## config.mk

```make
export PLATFORM = sky130hd
export DESIGN_NAME = apb_timer_req_arb
export DESIGN_NICKNAME = d
export VERILOG_FILES = /design/src/rtl/apb_timer_req_arb.sv
export SDC_FILE = /design/constraint.sdc
export NUM_CORES = 1
export LEC_CHECK = 0
export ABC_AREA = 0
export CAP_MARGIN = 10
export CORE_UTILIZATION = 39
export CTS_CLUSTER_DIAMETER = 30
export CTS_CLUSTER_SIZE = 40
export DETAILED_ROUTE_END_ITERATION = 6
export PLACE_DENSITY = 0.84
export SLEW_MARGIN = 30
export SYNTH_ARGS = -nofsm -noshare
export SYNTH_HDL_FRONTEND = slang
export SYNTH_SLANG_ARGS = --single-unit
```

## constraint.sdc

```tcl
create_clock -name pclk_i -period 4.5 [get_ports pclk_i]
set_input_delay 0.9 -clock pclk_i [delete_from_list [all_inputs] [get_ports pclk_i]]
set_output_delay 0.9 -clock pclk_i [all_outputs]
set_load 0.005 [all_outputs]
```

## src/rtl/apb_timer_req_arb.sv

```systemverilog
// Round-robin APB master sharing the timer register bank among REQ_NUM requesters.
// It runs one single-register transfer at a time and routes the response to the owning requester.
module apb_timer_req_arb #(
    parameter int                        REQ_NUM        = 4,
    parameter int                        TIM_NUM        = 2,
    parameter int                        APB_ADDR_WIDTH = 32,
    parameter int                        APB_DATA_WIDTH = 32,
    parameter logic [APB_ADDR_WIDTH-1:0] BASE_ADDR      = '0,
    parameter int                        TIMEOUT        = 16,
    localparam int                       TIW            = (TIM_NUM > 1) ? $clog2(TIM_NUM) : 1
) (
    input  logic                              pclk_i,
    input  logic                              presetn_i,
    input  logic [REQ_NUM-1:0]                req_valid_i,
    output logic [REQ_NUM-1:0]                req_ready_o,
    input  logic [REQ_NUM-1:0]                req_write_i,
    input  logic [REQ_NUM*TIW-1:0]            req_tim_i,
    input  logic [REQ_NUM*2-1:0]              req_reg_i,
    input  logic [REQ_NUM*APB_DATA_WIDTH-1:0] req_wdata_i,
    output logic [REQ_NUM-1:0]                rsp_valid_o,
    output logic [APB_DATA_WIDTH-1:0]         rsp_rdata_o,
    output logic                              rsp_err_o,
    output logic [APB_ADDR_WIDTH-1:0]         paddr_o,
    output logic [APB_DATA_WIDTH-1:0]         pwdata_o,
    output logic                              pwrite_o,
    output logic                              psel_o,
    output logic                              penable_o,
    input  logic [APB_DATA_WIDTH-1:0]         prdata_i,
    input  logic                              pready_i,
    input  logic                              pslverr_i,
    output logic                              busy_o
);

    localparam int PW = $clog2(REQ_NUM);
    localparam int CW = (TIMEOUT > 0) ? $clog2(TIMEOUT + 1) : 1;

    typedef enum logic [1:0] {IDLE, SETUP, ACCESS, RESP} state_t;

    state_t                      state_q, state_d;
    logic [PW-1:0]               ptr_q;
    logic                        write_q;
    logic [TIW-1:0]              tim_q;
    logic [1:0]                  reg_q;
    logic [APB_DATA_WIDTH-1:0]   wdata_q;
    logic [CW-1:0]               wait_q;
    logic [APB_DATA_WIDTH-1:0]   rdata_q;
    logic                        err_q;

    logic [PW:0]                 pick_res;
    logic                        gnt_any;
    logic [PW-1:0]               gnt_idx;
    logic [1:0]                  gnt_reg;
    logic                        wait_expire;

    // First valid requester after the pointer, wrapping; MSB flags that one was found.
    function automatic logic [PW:0] pick_next(input logic [REQ_NUM-1:0] v,
                                              input logic [PW-1:0]      p);
        int c;
        pick_next = '0;
        for (int k = 1; k <= REQ_NUM; k++) begin
            c = (int'(p) + k) % REQ_NUM;
            if (!pick_next[PW] && v[c]) begin
                pick_next = {1'b1, PW'(c)};
            end
        end
    endfunction

    assign pick_res    = pick_next(req_valid_i, ptr_q);
    assign gnt_any     = pick_res[PW];
    assign gnt_idx     = pick_res[PW-1:0];
    assign gnt_reg     = req_reg_i[int'(gnt_idx)*2 +: 2];
    assign wait_expire = (TIMEOUT != 0) && (int'(wait_q) == TIMEOUT - 1);

    always_ff @(posedge pclk_i or negedge presetn_i) begin
        if (!presetn_i) begin
            state_q <= IDLE;
        end else begin
            state_q <= state_d;
        end
    end

    always_comb begin
        state_d = state_q;
        case (state_q)
            IDLE:    if (gnt_any) state_d = (gnt_reg == 2'd3) ? RESP : SETUP;
            SETUP:   state_d = ACCESS;
            ACCESS:  if (pready_i || wait_expire) state_d = RESP;
            RESP:    state_d = IDLE;
            default: state_d = IDLE;
        endcase
    end

    always_comb begin
        req_ready_o = '0;
        rsp_valid_o = '0;
        rsp_rdata_o = '0;
        rsp_err_o   = 1'b0;
        psel_o      = 1'b0;
        penable_o   = 1'b0;
        busy_o      = (state_q != IDLE);
        case (state_q)
            IDLE:    if (gnt_any) req_ready_o = REQ_NUM'(1) << gnt_idx;
            SETUP:   psel_o = 1'b1;
            ACCESS: begin
                psel_o    = 1'b1;
                penable_o = 1'b1;
            end
            RESP: begin
                rsp_valid_o = REQ_NUM'(1) << ptr_q;
                rsp_rdata_o = rdata_q;
                rsp_err_o   = err_q;
            end
            default: ;
        endcase
    end

    // Command latch, wait counter and response capture; pointer doubles as the owner index.
    always_ff @(posedge pclk_i or negedge presetn_i) begin
        if (!presetn_i) begin
            ptr_q   <= PW'(REQ_NUM - 1);
            write_q <= 1'b0;
            tim_q   <= '0;
            reg_q   <= '0;
            wdata_q <= '0;
            wait_q  <= '0;
            rdata_q <= '0;
            err_q   <= 1'b0;
        end else begin
            case (state_q)
                IDLE: begin
                    if (gnt_any) begin
                        ptr_q   <= gnt_idx;
                        write_q <= req_write_i[gnt_idx];
                        tim_q   <= req_tim_i[int'(gnt_idx)*TIW +: TIW];
                        reg_q   <= gnt_reg;
                        wdata_q <= req_wdata_i[int'(gnt_idx)*APB_DATA_WIDTH +: APB_DATA_WIDTH];
                        wait_q  <= '0;
                        rdata_q <= '0;
                        err_q   <= (gnt_reg == 2'd3);
                    end
                end
                ACCESS: begin
                    if (pready_i) begin
                        rdata_q <= write_q ? '0 : prdata_i;
                        err_q   <= pslverr_i;
                    end else begin
                        wait_q <= wait_q + 1'b1;
                        if (wait_expire) begin
                            rdata_q <= '0;
                            err_q   <= 1'b1;
                        end
                    end
                end
                default: ;
            endcase
        end
    end

    assign paddr_o  = BASE_ADDR + APB_ADDR_WIDTH'({tim_q, reg_q, 2'b00});
    assign pwdata_o = wdata_q;
    assign pwrite_o = write_q;

endmodule
```

==> results.json <==
{
  "instances_no_fill": 994,
  "area_growth_pct": 57.7,
  "final_util": 0.641,
  "clock_latency_ps": 340,
  "n_fill_cell": 1086,
  "min_from": "rdata_q[9]$_DFFE_PN0P_",
  "post-place-cells": 978,
  "synth_warnings": 0,
  "cts_tree": "built",
  "die_w_um": 118,
  "r2r_cells": 10,
  "synth_fa_ha_area_frac": 0.0216,
  "status": "complete, no violations",
  "startpoint_type": "input pin",
  "htreeDepth": 3,
  "grt_pass1_vias": 4828,
  "powerDensity_mw_per_mm2": 613,
  "drcViolationCount": 0,
  "synth_top_family_by_area": "multiplexers",
  "vias": 4861,
  "maxCapViolations": 0,
  "drive_above_1_share": 0.0949,
  "post_cts.repair.setup_buffers": 0,
  "first_pass_iters": 4,
  "ir_drop_mv": 0.450,
  "yosys.area_share.simple": 0.172,
  "ys_seq_area_frac": 0.375,
  "port_buffers": 263,
  "holdWs_ps": 473,
  "grt_pass1_wl_um": 24800,
  "hold_buffers": 0,
  "synthXorXnorAreaFrac": 0,
  "dp_hpwl_um": 11600,
  "routed_wl_um": 15300,
  "cts_buffers": 9,
  "fmax_ghz": 0.231,
  "timing.rr.start": "ptr_q[1]$_DFFE_PN1P_",
  "synth.mux.area_fraction": 0.216,
  "max_slew_margin": 0.478,
  "crit_path_max_fanout": 10,
  "netlist_area_sq_mm": 0.00521,
  "synthTopCellsByArea": "dfrtp_1 (36%), mux2i_1 (14%), nand2_1 (8.1%), mux2_2 (5.6%), buf_4 (4.9%)",
  "synth_top_area_frac": 0.365,
  "clock_sinks": 78,
  "grt_use_total": 0.226,
  "p_leak_uw": 0.00361,
  "diodes": 0,
  "grt_antenna_before_repair": 0,
  "syn_avg_cell_area_sq_um": 9.19,
  "fin_nets": 1010,
  "ys_ff_latch": 78,
  "period_needed_ps": 4320,
  "rrSetupSlack_ps": 1050,
  "grt_remaining_overflow": 0,
  "crit_required_ps": 3600,
  "ctsResizeCount": 0,
  "clk_path_buf_depth": 2,
  "synth-edff-count": 0,
  "drv_slew": 0,
  "hold_viol": 0,
  "synth_compound_area_frac": 0.121,
  "die_area_sq_mm": 0.0138,
  "worstSetupPathType": "in -> out",
  "synth_cell_types": 50,
  "setup_viol": 0,
  "clk_pin_slew_worst_paths_ps": 60,
  "end_kind": "output port",
  "via_per_inst": 4.89,
  "drt_iter0_markers": 190,
  "drtAntennaViolNets": 0,
  "post-route-period-util": 0.961,
  "die_h_um": 118,
  "gp_congestion": 0.825,
  "mostFrequentLayoutCell": "clkdlybuf4s50_1",
  "cts_root_buf": "clkbuf_16",
  "cp-startpoint": "req_valid_i[1]",
  "ys_async_sr_fraction": 1.00,
  "cp.arrival_ps": 3420,
  "grt_max_degree": 79,
  "routedWlPerCell_um": 15.4,
  "core_area_sq_mm": 0.0128,
  "rsz0062_at_grt": "false",
  "ioPinCount": 293,
  "fp-row-count": 41,
  "mostFrequentLayoutCells": "clkdlybuf4s50_1 (262), nand2_1 (112), dfrtp_1 (76), mux2i_1 (72), o21ai_0 (43)",
  "yosysTopAreaCell": "dfrtp_1",
  "initial_utilization": 0.406,
  "setup_tns_ps": 0,
  "fin_skew_ps": 5.15,
  "synth_cells": 567,
  "worst_r2r_endpoint": "pwdata_o[13]$_DFFE_PN0P_",
  "tightest_slew_ps": 780,
  "min_path_type": "reg -> reg",
  "synth_ff_type": "dfrtp_1",
  "crit_end": "req_ready_o[2]"
}
-- kinds of logic after synthesis --
| family | after synthesis |
|---|---|
| muxes | 104 |
| other | 1 |
| DFF | 78 |
| AOI/OAI and AO/OA | 103 |
| adders and majority gates | 9 |
| buffers and inverters | 82 |
| and+or+nand+nor | 190 |
-- how the worst min path moves through the flow --
stage / end / slack [ps] / cells after the start
final: rdata_q[9]$_DFFE_PN0P_ / 470 / 2
after global routing: rdata_q[20]$_DFFE_PN0P_ / 510 / 2
after CTS: rdata_q[28]$_DFFE_PN0P_ / 480 / 2
after detailed placement: rdata_q[28]$_DFFE_PN0P_ / 460 / 2
after global placement: rdata_q[15]$_DFFE_PN0P_ / 450 / 2
after floorplan: rdata_q[0]$_DFFE_PN0P_ / 440 / 2
-- synthesized netlist by cell type, drive strengths merged (4+ instances only) --
| cell | instances |
|---|---|
| nand2 | 112 |
| dfrtp | 76 |
| mux2i | 72 |
| o21ai | 65 |
| buf | 54 |
| and2 | 38 |
| mux2 | 28 |
| clkbuf | 16 |
| inv | 12 |
| nor2 | 12 |
| a21oi | 11 |
| o221ai | 11 |
| ha | 9 |
| nand2b | 6 |
| mux4 | 4 |
-- per-stage QoR --
step | setup WS (ps) | cell area (sq um) | total power, uW
6_report | 177 | 8220 | 5040
5_1_grt | 34.1 | 8220 | 5430
4_1_cts | 162 | 8220 | 5090
3_5_place_dp | 166 | 7890 | 4270
3_3_place_gp | 223 | 7890 | 4210
2_1_floorplan | 795 | 5320 | 3280
-- layout make-up --
type                            count  area [sq um]  share of cell area
Clock inverter                      5          82.6              0.0100
Multi-Input combinational cell    435          2910               0.354
Clock buffer                       11           243              0.0295
Tap cell                          172           215              0.0262
Inverter                           12          45.0             0.00548
Timing Repair Buffer              281          2770               0.337
Sequential cell                    78          1950               0.238
-- critical path, cell delays in order --
cell             delay, ps
clkdlybuf4s50_1        490
mux4_2                 600
o211a_1                160
nor4_1                 440
o21ai_4                180
nor2_1                 140
clkdlybuf4s50_1        500
-- state kept, by name, indices dropped and copies added, names as in the netlist --
name	cells
wait_q	5
err_q	1
state_q	2
reg_q	2
pwrite_o	1
ptr_q	2
tim_q	1
pwdata_o	32
rdata_q	32
-- report_power, final --
part	leakage, uW	total, uW	switching, uW	internal, uW
registers	0.00101	1130	153	977
clock network	0.000160	793	291	502
logic	0.00244	3120	1530	1580
-- metal layers --
layer	vias up	share of wire	global-route usage
li1	2395	-	-
met1	2260	0.42	0.283
met2	187	0.49	0.380
met3	19	0.069	0.0562
met4	0	0.019	0.0777
met5	-	0	0
(Power assumes the default switching activity.)
==> patch 1, RTL diff (same settings) <==
Encoding of `state_t`: now one-hot (4 bits for 4 states).
--- a/src/rtl/apb_timer_req_arb.sv
+++ b/src/rtl/apb_timer_req_arb.sv
@@ -34,7 +34,7 @@
     localparam int PW = $clog2(REQ_NUM);
     localparam int CW = (TIMEOUT > 0) ? $clog2(TIMEOUT + 1) : 1;
 
-    typedef enum logic [1:0] {IDLE, SETUP, ACCESS, RESP} state_t;
+    typedef enum logic [3:0] {IDLE = 4'b0001, SETUP = 4'b0010, ACCESS = 4'b0100, RESP = 4'b1000} state_t;
 
     state_t                      state_q, state_d;
     logic [PW-1:0]               ptr_q;
Behaviour: no difference found for any inputs over 4 cycles, from zero or initial values and one cycle with presetn_i low; so few cycles prove little.
==> patch 1 against the unedited design <==
Sequential share of layout area grew 1.1 points. Worst setup slack worse by 0.072 ns. Cell area is 1.7% lower. Global-route usage fell by 1.3 points. Wire length down 2.8%. Total power down 0.57%. Area after synthesis barely moved. Sequential cell count increased by 2.
==> patch 1: results <==
[synthesis]
synth_seq_area_share_pct = 38.5
synthTopCellsByArea = dfrtp_1, mux2i_1, mux2_2
yosysUniqueCellTypes = 49
synthTopCellsByCount = dfrtp_1, mux2i_1, nand2_1
yosys.area_share.xor_xnor_pct = 0.504
syn_avg_cell_area_sq_um = 10.5

[place]
dp_hpwl_um = 11400
dp.cells = 905
gp_congestion = 0.890

[power_and_ir_drop]
p_leak_uw = 0.00362
switching_share_pct = 38.7
clkPwrFrac_pct = 14.6

[route]
routed-wl-met2_um = 7520
met1_length_um = 6040
drtIter0Drc = 252

[critical_path]
r2r-end = rdata_q[6]
max_stage_delay_ns = 0.75
r2r_setup_slack_ns = 0.73
crit_fanout = 18

[final_layout]
finalNonFillerCells = 923
layout-drive-gt1-share_pct = 11.1
fill_cells = 1054
final_nets = 935

[global_route]
gr-usage-met2_pct = 37.8
grt_pass1_wl_um = 23500

[timing]
fin_ws_ns = 0.105
timing.hold.ws_ns = 0.483

[worst_hold_path]
whs_endpoint = pwdata_o[8]
holdCritStartpoint = pwdata_o[8]

[run_status]
status = finished clean
## patch 1: cell types whose count changed after synthesis, moves of 6 or more
cell	change
a21oi_1	-7
a22o_1	+31
buf_12	+6
mux2_2	+11
nand2_1	-69
o21ai_0	-41
o21ai_1	+15
o221ai_1	-9
## patch 1: layout make-up
cell class,count,area [sq um],area share (%)
tap,172,215,2.66
multi-input combinational,370,2790,34.5
inverter,9,37.5,0.465
antenna,1,2.50,0.0310
sequential,80,2010,24.9
timing repair buffer,275,2720,33.7
clock inverter,3,40.0,0.496
clock buffer,13,260,3.22
## patch 1: timing repair
action,4_1_cts,5_1_grt
setup buffers,0,1
setup endpoints to repair,4,4
resized for setup,2,1
gates cloned,0,0
hold buffers,0,0
## patch 1: cells by family after synthesis
group           after synthesis
compound gates               94
xor+xnor                      3
mux                         113
fa+ha+maj                     6
other cells                   1
flops                        80
simple gates                125
buf+inv                      75
==> patch 2, RTL diff (same settings) <==
Without the edit above. The parameter `APB_DATA_WIDTH` goes from 32 to 28.
--- a/src/rtl/apb_timer_req_arb.sv
+++ b/src/rtl/apb_timer_req_arb.sv
@@ -4,7 +4,7 @@
     parameter int                        REQ_NUM        = 4,
     parameter int                        TIM_NUM        = 2,
     parameter int                        APB_ADDR_WIDTH = 32,
-    parameter int                        APB_DATA_WIDTH = 32,
+    parameter int                        APB_DATA_WIDTH = 28,
     parameter logic [APB_ADDR_WIDTH-1:0] BASE_ADDR      = '0,
     parameter int                        TIMEOUT        = 16,
     localparam int                       TIW            = (TIM_NUM > 1) ? $clog2(TIM_NUM) : 1
Ports: changed (resized prdata_i, pwdata_o, req_wdata_i and rsp_rdata_o); port bits go from 293 to 265. No check against the original RTL was run, so the function may have changed too.
==> patch 2 against the unedited design <==
Total power decreased by 11%. Cell area decreased by 12%. Hold slack improved by 0.0038 ns. Area after synthesis decreased by 12%. Wire length decreased by 12%. Sequential cell count decreased by 8. Register-to-register slack improved by 0.02 ns. Worst setup slack improved by 0.067 ns. Largest cell class unchanged. Highest routed layer unchanged.
==> patch 2: results <==
[place]
dp_slack_ns = 0.220
placed_cell_area_sq_um = 6930
dp_hpwl_um = 10400
gp_congestion = 0.800
port_buffers = 235
dp.cells = 770

[timing]
finClkSkew_ns = 0.00699
timing.hold.ws_ns = 0.476
worstMarginPinSlew_ns = 0.643

[cts]
cts_buffers = 9
insertion_delay_ns = 0.32
cts_resized = 0

[route]
wl_um = 13400
drtIter0Drc = 277
vias = 3939
met1_length_um = 5060
met3_length_um = 1080
viasPerCell = 5.01
routed-wl-met2_um = 6970

[final_layout]
seq_area_sq_um = 1750
layout-drive-gt1-share_pct = 14.8
fill_cells = 921
final_nets = 811

[synthesis]
yosysUniqueCellTypes = 40
synthTopCellsByCount = nand2_1, dfrtp_1, and2_1
synth_seq_area_share_pct = 38.4
synthTopCellsByArea = dfrtp_1, mux4_2, mux2_4
synth_async_sr_flop_share_pct = 100
synthCells = 416

[critical_path]
r2r_setup_slack_ns = 1.07
r2r-end = pwdata_o[3]
cpLargestDelayFamily = buffers and inverters
max_stage_delay_ns = 0.56
reg2reg_depth = 9
r2r-start = ptr_q[0]
cpMaxStageDelayCell = clkdlybuf4s50_1

[global_route]
grt_start_max_net_pins = 71
grt_pass1_vias = 4046
grt_pass1_wl_um = 20000
grt.met1_usage_pct = 25.5
gr-usage-met2_pct = 38.8
grt_util_met3_pct = 7.11
grt_util_all_layers_pct = 22.1

[power_and_ir_drop]
ir_drop_v = 0.000524
p_leak_uw = 0.00297

[worst_hold_path]
whs_endpoint = rdata_q[14]
holdCritStartpoint = rdata_q[14]
min-delay-path-class = reg2reg
holdPathStages = 2

[die]
die-area_sq_um = 12100

[run_status]
status = finished clean
patch 2: cell types whose count changed in the layout (fill, tap and decap cells not counted), moves of 14 or more:
cell             before  now
mux2i_1              72    8
nand2_1             112   71
clkdlybuf4s50_1     262  234
mux4_2                4   32
mux2_4                0   20
o21ai_1              20    1
buf_4                18    4
mux2_2               26   12
patch 2: cell families (layout without fill, tap and decap cells):
family          Yosys count  count (layout)  share of synthesized area, %
fa+ha+maj                 9               9                          2.47
buf+inv                  65             264                          9.01
other cells               1              29                        0.0821
flops                    70              70                          38.4
mux                      74              74                          28.2
compound gates           58              58                          7.15
simple gates            139             139                          14.7
patch 2: area by class of cell:
| cell class | instances | share of cell area (%) |
|---|---|---|
| clock inverters | 4 | 0.416 |
| clock buffers | 12 | 3.55 |
| flip-flops and latches | 70 | 24.3 |
| multi-input cells | 309 | 35.4 |
| repair buffers | 241 | 33.4 |
| well taps | 143 | 2.48 |
| inverters | 7 | 0.364 |
patch 2: worst max-delay path by stage:
| stage | start | end | slack [ns] | depth (start not counted) |
|---|---|---|---|---|
| after floorplan | ptr_q[0] | req_ready_o[2] | 1.01 | 11 |
| after global placement | req_valid_i[3] | req_ready_o[1] | 0.36 | 7 |
| after detailed placement | req_valid_i[1] | req_ready_o[1] | 0.22 | 7 |
| after CTS | req_valid_i[3] | req_ready_o[1] | 0.23 | 7 |
| after global routing | req_valid_i[3] | req_ready_o[1] | 0.13 | 7 |
| final | req_valid_i[3] | req_ready_o[1] | 0.24 | 7 |
patch 2: power by group:
| group | switching (uW) | internal [uW] | leakage [uW] | total (uW) |
|---|---|---|---|---|
| logic | 1150 | 1580 | 0.00194 | 2730 |
| clock network | 271 | 406 | 0.000139 | 676 |
| registers | 190 | 904 | 0.000884 | 1090 |
